`src/rtl/writeback_arbiter.sv`:
```
// Writeback arbiter: per-lane result FIFOs merged onto one registered register-file write port.
// Latency: push on edge T, write visible after edge T+1 (after edge T with WB_ARB_BYPASS_EN defined).
// Backpressure: lane_ready drops when a lane FIFO is full; wb_stall freezes pops, the write port and the RR pointer.
// Optional feature macro: WB_ARB_BYPASS_EN (empty-arbiter single-cycle bypass).

module writeback_arbiter #(
  parameter int         LANES   = 2,
  parameter int         DATA_W  = 32,
  parameter int         ADDR_W  = 7,
  parameter int         DEPTH   = 4,
  parameter logic [4:0] PRIO_OP = 5'd6
) (
  input  logic                     clk,
  input  logic                     rst,
  input  logic [LANES-1:0]         lane_valid,
  input  logic [LANES*5-1:0]       lane_opcode,
  input  logic [LANES*ADDR_W-1:0]  lane_rd,
  input  logic [LANES*DATA_W-1:0]  lane_result,
  input  logic [LANES-1:0]         lane_wren,
  output logic [LANES-1:0]         lane_ready,
  input  logic                     wb_stall,
  output logic                     wb_en,
  output logic [ADDR_W-1:0]        wb_rd,
  output logic [DATA_W-1:0]        wb_data
);

  localparam int PTR_W  = $clog2(DEPTH);
  localparam int OCC_W  = $clog2(DEPTH + 1);
  localparam int LIDX_W = $clog2(LANES);

  localparam logic [OCC_W-1:0]  OCC_FULL = OCC_W'(DEPTH);
  localparam logic [OCC_W-1:0]  OCC_ONE  = OCC_W'(1);
  localparam logic [PTR_W-1:0]  PTR_ONE  = PTR_W'(1);
  localparam logic [LIDX_W-1:0] LIDX_ONE = LIDX_W'(1);
  localparam logic [LIDX_W-1:0] LIDX_TOP = LIDX_W'(LANES - 1);

  typedef struct packed {
    logic [4:0]        op;
    logic [ADDR_W-1:0] rd;
    logic [DATA_W-1:0] data;
  } entry_t;

  typedef struct packed {
    logic              hit;
    logic              prio;
    logic [LIDX_W-1:0] idx;
  } pick_t;

  // Lowest-index priority requester wins; otherwise first requester at or after start (wrapping).
  function automatic pick_t pick(input logic [LANES-1:0]  req,
                                 input logic [LANES-1:0]  pri,
                                 input logic [LIDX_W-1:0] start);
    pick_t             p;
    logic [LIDX_W:0]   sum;
    logic [LIDX_W-1:0] idx;
    p = '0;
    for (int k = LANES - 1; k >= 0; k--) begin
      if (pri[k]) begin
        p.hit  = 1'b1;
        p.prio = 1'b1;
        p.idx  = LIDX_W'(k);
      end
    end
    if (!p.hit) begin
      for (int k = LANES - 1; k >= 0; k--) begin
        sum = {1'b0, start} + (LIDX_W + 1)'(k);
        if (sum >= (LIDX_W + 1)'(LANES)) begin
          sum = sum - (LIDX_W + 1)'(LANES);
        end
        idx = sum[LIDX_W-1:0];
        if (req[idx]) begin
          p.hit = 1'b1;
          p.idx = idx;
        end
      end
    end
    return p;
  endfunction

  entry_t            mem_q   [LANES][DEPTH];
  logic [PTR_W-1:0]  wptr_q  [LANES];
  logic [PTR_W-1:0]  wptr_d  [LANES];
  logic [PTR_W-1:0]  rptr_q  [LANES];
  logic [PTR_W-1:0]  rptr_d  [LANES];
  logic [OCC_W-1:0]  occ_q   [LANES];
  logic [OCC_W-1:0]  occ_d   [LANES];
  logic [LIDX_W-1:0] rr_q, rr_d;
  logic              wb_en_q, wb_en_d;
  logic [ADDR_W-1:0] wb_rd_q, wb_rd_d;
  logic [DATA_W-1:0] wb_data_q, wb_data_d;

  entry_t            in_ent   [LANES];
  entry_t            head     [LANES];
  logic [LANES-1:0]  nonempty;
  logic [LANES-1:0]  head_prio;
  logic [LANES-1:0]  accept;
  logic [LANES-1:0]  push_mask;
  logic [LANES-1:0]  pop_mask;
  pick_t             fifo_pick;
  logic              load;
  entry_t            load_ent;
  logic              rr_upd;
  logic [LIDX_W-1:0] sel_idx;

  // Unpack lane buses, derive FIFO status and the set of requests that will be stored.
  always_comb begin
    for (int i = 0; i < LANES; i++) begin
      in_ent[i].op   = lane_opcode[i*5 +: 5];
      in_ent[i].rd   = lane_rd[i*ADDR_W +: ADDR_W];
      in_ent[i].data = lane_result[i*DATA_W +: DATA_W];
      head[i]        = mem_q[i][rptr_q[i]];
      nonempty[i]    = (occ_q[i] != '0);
      lane_ready[i]  = (occ_q[i] != OCC_FULL);
      head_prio[i]   = nonempty[i] && (head[i].op == PRIO_OP);
      accept[i]      = lane_valid[i] && lane_ready[i] && lane_wren[i];
    end
  end

  assign fifo_pick = pick(nonempty, head_prio, rr_q);

`ifdef WB_ARB_BYPASS_EN
  logic [LANES-1:0] in_prio;
  pick_t            byp_pick;
  logic             bypass;

  // Candidate for a direct write when every FIFO is empty.
  always_comb begin
    for (int i = 0; i < LANES; i++) begin
      in_prio[i] = accept[i] && (in_ent[i].op == PRIO_OP);
    end
    byp_pick = pick(accept, in_prio, rr_q);
    bypass   = !wb_stall && (nonempty == '0) && byp_pick.hit;
  end
`endif

  // Grant selection: pop a FIFO head, or (bypass builds) steal an incoming request.
  always_comb begin
    pop_mask  = '0;
    push_mask = accept;
    load      = 1'b0;
    load_ent  = '0;
    rr_upd    = 1'b0;
    sel_idx   = '0;
    if (!wb_stall && fifo_pick.hit) begin
      load                    = 1'b1;
      pop_mask[fifo_pick.idx] = 1'b1;
      load_ent                = head[fifo_pick.idx];
      rr_upd                  = !fifo_pick.prio;
      sel_idx                 = fifo_pick.idx;
    end
`ifdef WB_ARB_BYPASS_EN
    else if (bypass) begin
      load                    = 1'b1;
      push_mask[byp_pick.idx] = 1'b0;
      load_ent                = in_ent[byp_pick.idx];
      rr_upd                  = !byp_pick.prio;
      sel_idx                 = byp_pick.idx;
    end
`endif
  end

  // Next-state for FIFO pointers/occupancy, RR pointer and the write port.
  always_comb begin
    for (int i = 0; i < LANES; i++) begin
      wptr_d[i] = push_mask[i] ? wptr_q[i] + PTR_ONE : wptr_q[i];
      rptr_d[i] = pop_mask[i]  ? rptr_q[i] + PTR_ONE : rptr_q[i];
      case ({push_mask[i], pop_mask[i]})
        2'b10:   occ_d[i] = occ_q[i] + OCC_ONE;
        2'b01:   occ_d[i] = occ_q[i] - OCC_ONE;
        default: occ_d[i] = occ_q[i];
      endcase
    end
    rr_d = rr_q;
    if (rr_upd) begin
      rr_d = (sel_idx == LIDX_TOP) ? '0 : sel_idx + LIDX_ONE;
    end
    wb_en_d   = wb_en_q;
    wb_rd_d   = wb_rd_q;
    wb_data_d = wb_data_q;
    if (!wb_stall) begin
      wb_en_d = load;
      if (load) begin
        wb_rd_d   = load_ent.rd;
        wb_data_d = load_ent.data;
      end
    end
  end

  // FIFO bookkeeping registers; reset empties every lane.
  always_ff @(posedge clk or negedge rst) begin
    if (!rst) begin
      for (int i = 0; i < LANES; i++) begin
        wptr_q[i] <= '0;
        rptr_q[i] <= '0;
        occ_q[i]  <= '0;
      end
    end else begin
      for (int i = 0; i < LANES; i++) begin
        wptr_q[i] <= wptr_d[i];
        rptr_q[i] <= rptr_d[i];
        occ_q[i]  <= occ_d[i];
      end
    end
  end

  // FIFO storage; contents are don't-care until occupancy marks them valid.
  always_ff @(posedge clk) begin
    for (int i = 0; i < LANES; i++) begin
      if (push_mask[i]) begin
        mem_q[i][wptr_q[i]] <= in_ent[i];
      end
    end
  end

  // Round-robin pointer and registered write port.
  always_ff @(posedge clk or negedge rst) begin
    if (!rst) begin
      rr_q      <= '0;
      wb_en_q   <= 1'b0;
      wb_rd_q   <= '0;
      wb_data_q <= '0;
    end else begin
      rr_q      <= rr_d;
      wb_en_q   <= wb_en_d;
      wb_rd_q   <= wb_rd_d;
      wb_data_q <= wb_data_d;
    end
  end

  assign wb_en   = wb_en_q;
  assign wb_rd   = wb_rd_q;
  assign wb_data = wb_data_q;

endmodule

```
`config.mk`:
```
export PLATFORM = sky130hd
export DESIGN_NAME = writeback_arbiter
export DESIGN_NICKNAME = d
export VERILOG_FILES = /design/src/rtl/writeback_arbiter.sv
export SDC_FILE = /design/constraint.sdc
export NUM_CORES = 1
export LEC_CHECK = 0
export ABC_AREA = 1
export BUFFER_PORTS_ARGS = -buffer_cell sky130_fd_sc_hd__clkbuf_2
export CAP_MARGIN = 10
export CORE_MARGIN = 2
export CORE_UTILIZATION = 35
export CTS_CLUSTER_DIAMETER = 150
export CTS_CLUSTER_SIZE = 12
export DETAILED_ROUTE_END_ITERATION = 10
export GPL_TIMING_DRIVEN = 0
export SYNTH_ARGS = -nofsm -noshare
export SYNTH_HDL_FRONTEND = slang
export SYNTH_SLANG_ARGS = --single-unit
export TNS_END_PERCENT = 1
```
`constraint.sdc`:
```
create_clock -name clk -period 3.9 [get_ports clk]
set_input_delay 0.195 -clock clk [delete_from_list [all_inputs] [get_ports clk]]
set_output_delay 0.195 -clock clk [all_outputs]
set_load 0.01 [all_outputs]
```
# == Yosys cells after proc, flatten, opt, wreduce, memory -nomap -nowiden ==
# Memories as Yosys holds them, arrays and structs flattened.
# Cells that the tools add are included.
# word_totals
ram_bits,352
output_inout_bits,42
input_bits,95
mem_count,1
latchBits,0
romBits,0
register_bits,55
# op_classes
eq_ne,8
n_reduce_logical,17
div_mod_pow,0
n_shift,0
multipliers,0
bitwise_logic,6
n_addsub,12
muxes,43
n_lt_le_gt_ge,13
# memory_table
name,words,word_bits,read_ports,rd_ports_with_merged_regs,wr,line_no,rtl
mem_q,2,176,2,0,2,80,entry_t mem_q [LANES][DEPTH];
# op_table
op,count
176-bit 2-to-1 mux,2
44-bit 2-to-1 mux,6
44-bit binary-select mux with 2-bit select,2
44-bit demux with 2-bit select,2
39-bit 2-to-1 mux,4
1-bit 2-to-1 mux,21
"3-bit >= comparator, second input constant",4
2-bit inverter with 3-bit output,4
3-bit case mux with 2 select lines,2
"5-bit by 3-bit == test with 1-bit output, second input constant",2
1-bit logical AND,10
"2-bit by 1-bit adder with 2-bit output, second input constant",4
"3-bit by 1-bit adder with 3-bit output, second input constant",2
"1-bit by 2-bit less-than comparator with 1-bit output, second input constant",3
"3-bit by 1-bit less-than comparator with 1-bit output, second input constant",2
3-bit 2-to-1 mux,2
"3-bit != test, second input constant",2
3-bit nonzero test,2
"3-bit by 1-bit subtractor with 3-bit output, second input constant",2
"2-bit by 1-bit == test with 1-bit output, second input constant",2
"2-bit == test, second input constant",2
"2-bit >= comparator, second input constant",2
2-bit nonzero test,2
"1-bit by 1-bit adder with 2-bit output, second input constant",1
10 further kinds,12

# == Longest topological paths before layout ==
# depth
ltp_word,21
depth_mapped,16
mapped_depth_nobuf,15

# == Least setup slack after synthesis ==
# No wires, ideal clock.
# synth_timing
path_kind,reg-to-reg
start,register occ_q[0] in the netlist's numbering
end,memory mem_q[0][176] in the netlist's numbering (enable)
stages_incl_launch_ff,5
required_ps,3454
path_buffers,0
arrival_time_ps,2747
path_slack_ps,708
synth_period_minus_slack_ps,3192
cell_sequence,dfrtp_1 inv_1 nand3_1 nand3_1 nor2_1
# synth_rtl
element,line_no,rtl
start: declaration,85,logic [OCC_W-1:0] occ_q [LANES];
start signal: indexed assignment,201,occ_q[i] <= occ_d[i];
end: declaration,80,

# == Worst setup path after layout ==
# layout_timing
start,register occ_q[0] in the netlist's numbering
end,register occ_q[2] in the netlist's numbering
# layout_between
elab_chain_len,14
elab_cells_between_ends,30
classes_between,add/sub (2); order compare (2); eq/ne (3); mux (16); reduce/logical (7)
# layout_lines
element,line_no,rtl
3-bit nonzero test (*),112,nonempty[i] = (occ_q[i] != '0);
1-bit logical AND,114,head_prio[i] = nonempty[i] && (head[i].op == PRIO_OP);
3-bit 2-to-1 mux (2 in a row),58,if (pri[k]) begin
1-bit 2-to-1 mux (2 in a row),71,if (req[idx]) begin
1-bit 2-to-1 mux,64,if (!p.hit) begin
1-bit by 2-bit less-than comparator with 1-bit output (not written as such) / 1-bit >= comparator (equally long branches),146,pop_mask[fifo_pick.idx] = 1'b1;
1-bit logical AND (not written as such),146,
1-bit 2-to-1 mux (not written as such),146,
1-bit demux with 1-bit select,146,
2-bit 2-to-1 mux (*),144,if (!wb_stall && fifo_pick.hit) begin
net pop_mask[1],98,logic [LANES-1:0] pop_mask;
2-bit by 1-bit == test with 1-bit output / 2-bit == test (equally long branches),167,"case ({push_mask[i], pop_mask[i]})"
3-bit case mux with 2 select lines / 2-bit nonzero test (equally long branches),-,
# Mark *: on every way through the listed nets, which the timed path passes. The rest lies on a longest branch. The select of a mux whose other input is x is not followed.
# A chain may end at the register's enable or synchronous reset.

==> run summary <==
Status = complete, no violations
Final nets = 1556
Worst-margin pin slew = 0.913 ns
Fin. max-slew vios = 0
Detailed Route Iter0 Violations = 865
Worst skew pair latency = 0.54 ns
Vias in the first global route = 10200
Max_cap viols = 0
Share of the synthesized area in the top cell type = 66.6%
Leak pwr = 7.14 nW
Synthesis Warnings = 0
Post-DRT Antenna Nets = 0
Fmax = 356 MHz
Layout cells sized above 1 = 17.0%
Die height = 217 um
Final Wtd Congestion = 0.790
DRC errors left = 0
Final critical-path required period = 2.81 ns
CP endpoint kind = flip-flop
H-tree depth = 2
Final setup viols = 0
Net count of the mapped netlist = 1279
Crit-path max FO = 10
Power Density = 705 nW/um2
Congestion Overflow GR = 0
Final Hold Fails = 0
Slowest cell on crit path = dfrtp_1
Vias per cell = 5.01
Drt pass-1 iters = 5
CTS Buf Count = 39
Power, Total = 13.8 mW
Unique masters post-synth = 28
Crit path cell chain = inv_1 > nand3_2 > o21ai_2 > inv_2 > buf_2 > nand3_1 > inv_1 > ha_1 > fa_1 > a21oi_1 > o21ai_0 > xor2_1
Post-CTS Setup Repair Bufs = 0
Min-delay worst type = primary input to flip-flop
Filler cells = 4139
Area growth syn-to-layout = 23.7%
Largest net degree at the start of global routing = 56
Startpoint types = flip-flop
Ys flop type = edfxtp_1
Worst Path Arrival = 3.23 ns
Root Buffer Master = clkbuf_16
Footprint of the multi-input gates = 3480 um2
IO Count = 137
Vias after detailed routing = 10400
Critical path class = flip-flop to flip-flop
Placement Rows = 78
Final Non-Filler Cells = 2080
Port Buffers = 136
Clock Skews = 0.0187 ns
Sequential share of the synthesized area = 75.3%
CTS tree = yes
Clock-pin slew on the worst setup and hold paths = 0.06 ns
Reg area = 11900 um2
GRT Total Usage = 16.9%
EDFF count, synth = 352
Worst slew margin = 39.0%
Initial antenna violation count = 4
Setup TNS = 0 ns
Critical Path Max Stage Delay = 0.43 ns
CTS Sinks = 407
WL/cell = 19.4 um
Syn avg cell area = 13.5 um2
Most common cell in the synthesized netlist = edfxtp_1
Cell count after placement = 1918
Core ar. = 45100 um2
Worst path required time = 4.31 ns
Register bit total from synthesis = 407
Horiz. Die Dim = 217 um
Crit path top cell by count = inv_1
Top post-synthesis cells by area = edfxtp_1 67%, dfrtp_1 8.7%, nand2_1 3.3%
First-pass GRT wire length = 60800 um
Starting Density = 35.2%
Clock Path Buffers = 3
Worst R2R Setup Slack = 1.09 ns
Final worst path period share = 72.1%
Routed WL = 40300 um
Cell area after synthesis = 15900 um2
RSZ-0062 raised after global routing = no
Die ar. = 47100 um2
Worst vdd ir = 0.000280 V
Async SR Flop Fraction = 13.5%
HPWL Detailed = 27300 um
Top post-synthesis cells by count = 352 x edfxtp_1, 139 x nand2_1, 106 x nor2_1
Mapped Cells = 1172
Synth area leader = edfxtp_1
power by group:
group | internal, mW | switching (mW) | leakage, nW | total, mW
registers | 5.43 | 0.326 | 3.86 | 5.76
clock network | 1.96 | 1.52 | 0.541 | 3.48
logic | 1.50 | 3.09 | 2.74 | 4.60
total | 8.90 | 4.94 | 7.14 | 13.8
worst paths after layout:
kind / endpoint / from / depth (start not counted)
min in group asynchronous: occ_q[1] / rst / 2
max reg2reg: occ_q[2] / occ_q[0] / 12
min: wptr_q[0] / lane_wren[1] / 3
min reg2reg: wb_en / wb_en / 2
max: occ_q[2] / occ_q[0] / 12
max in group asynchronous: wb_rd[5] / rst / 2
per-layer routing:
| metal | global-route usage, % | vias to the layer above | wire, um |
|---|---|---|---|
| met5 | 0 | - | 41 |
| met4 | 5.02 | 6 | 963 |
| met3 | 3.12 | 71 | 2370 |
| met2 | 27.8 | 305 | 19100 |
| met1 | 23.0 | 5149 | 17800 |
| li1 | - | 4888 | - |
critical path: cells and delay by family (launching register included):
kind                     cells  cell delay (ns)
buffers and inverters        4             0.50
adder cells (fa/ha/maj)      2             0.62
XOR/XNOR                     1             0.15
flip-flops                   1             0.43
AND/OR/NAND/NOR              2             0.38
AO/OA/AOI/OAI                3             0.62
layout make-up:
class | count | share of cell area [%]
Multi-Input combinational cell | 654 | 17.7
Clock buffer | 71 | 5.80
Tap cell | 600 | 3.83
Buffer | 76 | 1.88
Timing Repair Buffer | 236 | 9.21
Inverter | 35 | 0.669
Antenna cell | 1 | 0.0128
Sequential cell | 407 | 60.9
cells by family (layout without fill, tap and decap cells):
logic type      Yosys count  in the layout  share of synthesized area (%)
other cells               0              1                              0
simple gates            389            389                           11.4
xor+xnor                  8              8                          0.442
compound gates          245            245                           8.67
flops                   407            407                           75.3
fa+ha+maj                12             12                           1.04
buf+inv                 111            418                           3.15
cells in the final DEF, fill, tap and decap left out, types with 19 or more instances in the layout:
master         synthesis  final
a21oi_1               83     83
a22oi_1               39     39
buf_2                 19     19
clkbuf_1              42     72
clkbuf_16              0     41
clkbuf_2               0    135
dfrtp_1               55     55
dlygate4sd3_1          0     90
edfxtp_1             352    352
inv_1                 28     28
nand2_1              139    139
nand3_1               83     83
nand4_1               40     40
nor2_1               106     98
o21ai_0               72     72
o22ai_1               39     39
registers in the layout, summed over array words and instances (netlist names):
register  count
rptr_q        4
wb_data      32
wptr_q        4
rr_q          1
mem_q       352
wb_en         1
wb_rd         7
occ_q         6
per-stage QoR:
stage	instance area [um2]	worst slack [ns]	util (%)	hold WS [ns]
floorplan	15900	0.708	-	-0.101
global placement	17300	-0.996	38.4	0.411
detailed placement	17600	1.05	39.0	0.376
CTS	19600	1.03	43.5	0.308
global route	19600	0.824	43.5	0.344
finish	19600	1.09	43.5	0.323
timing repair:
item	4_1_cts	5_1_grt
gates resized for setup	0	0
hold buffers	90	0
hold endpoints to repair	408	0
setup endpoints to repair	0	0
No activity file was read; power rests on OpenSTA's default activity.
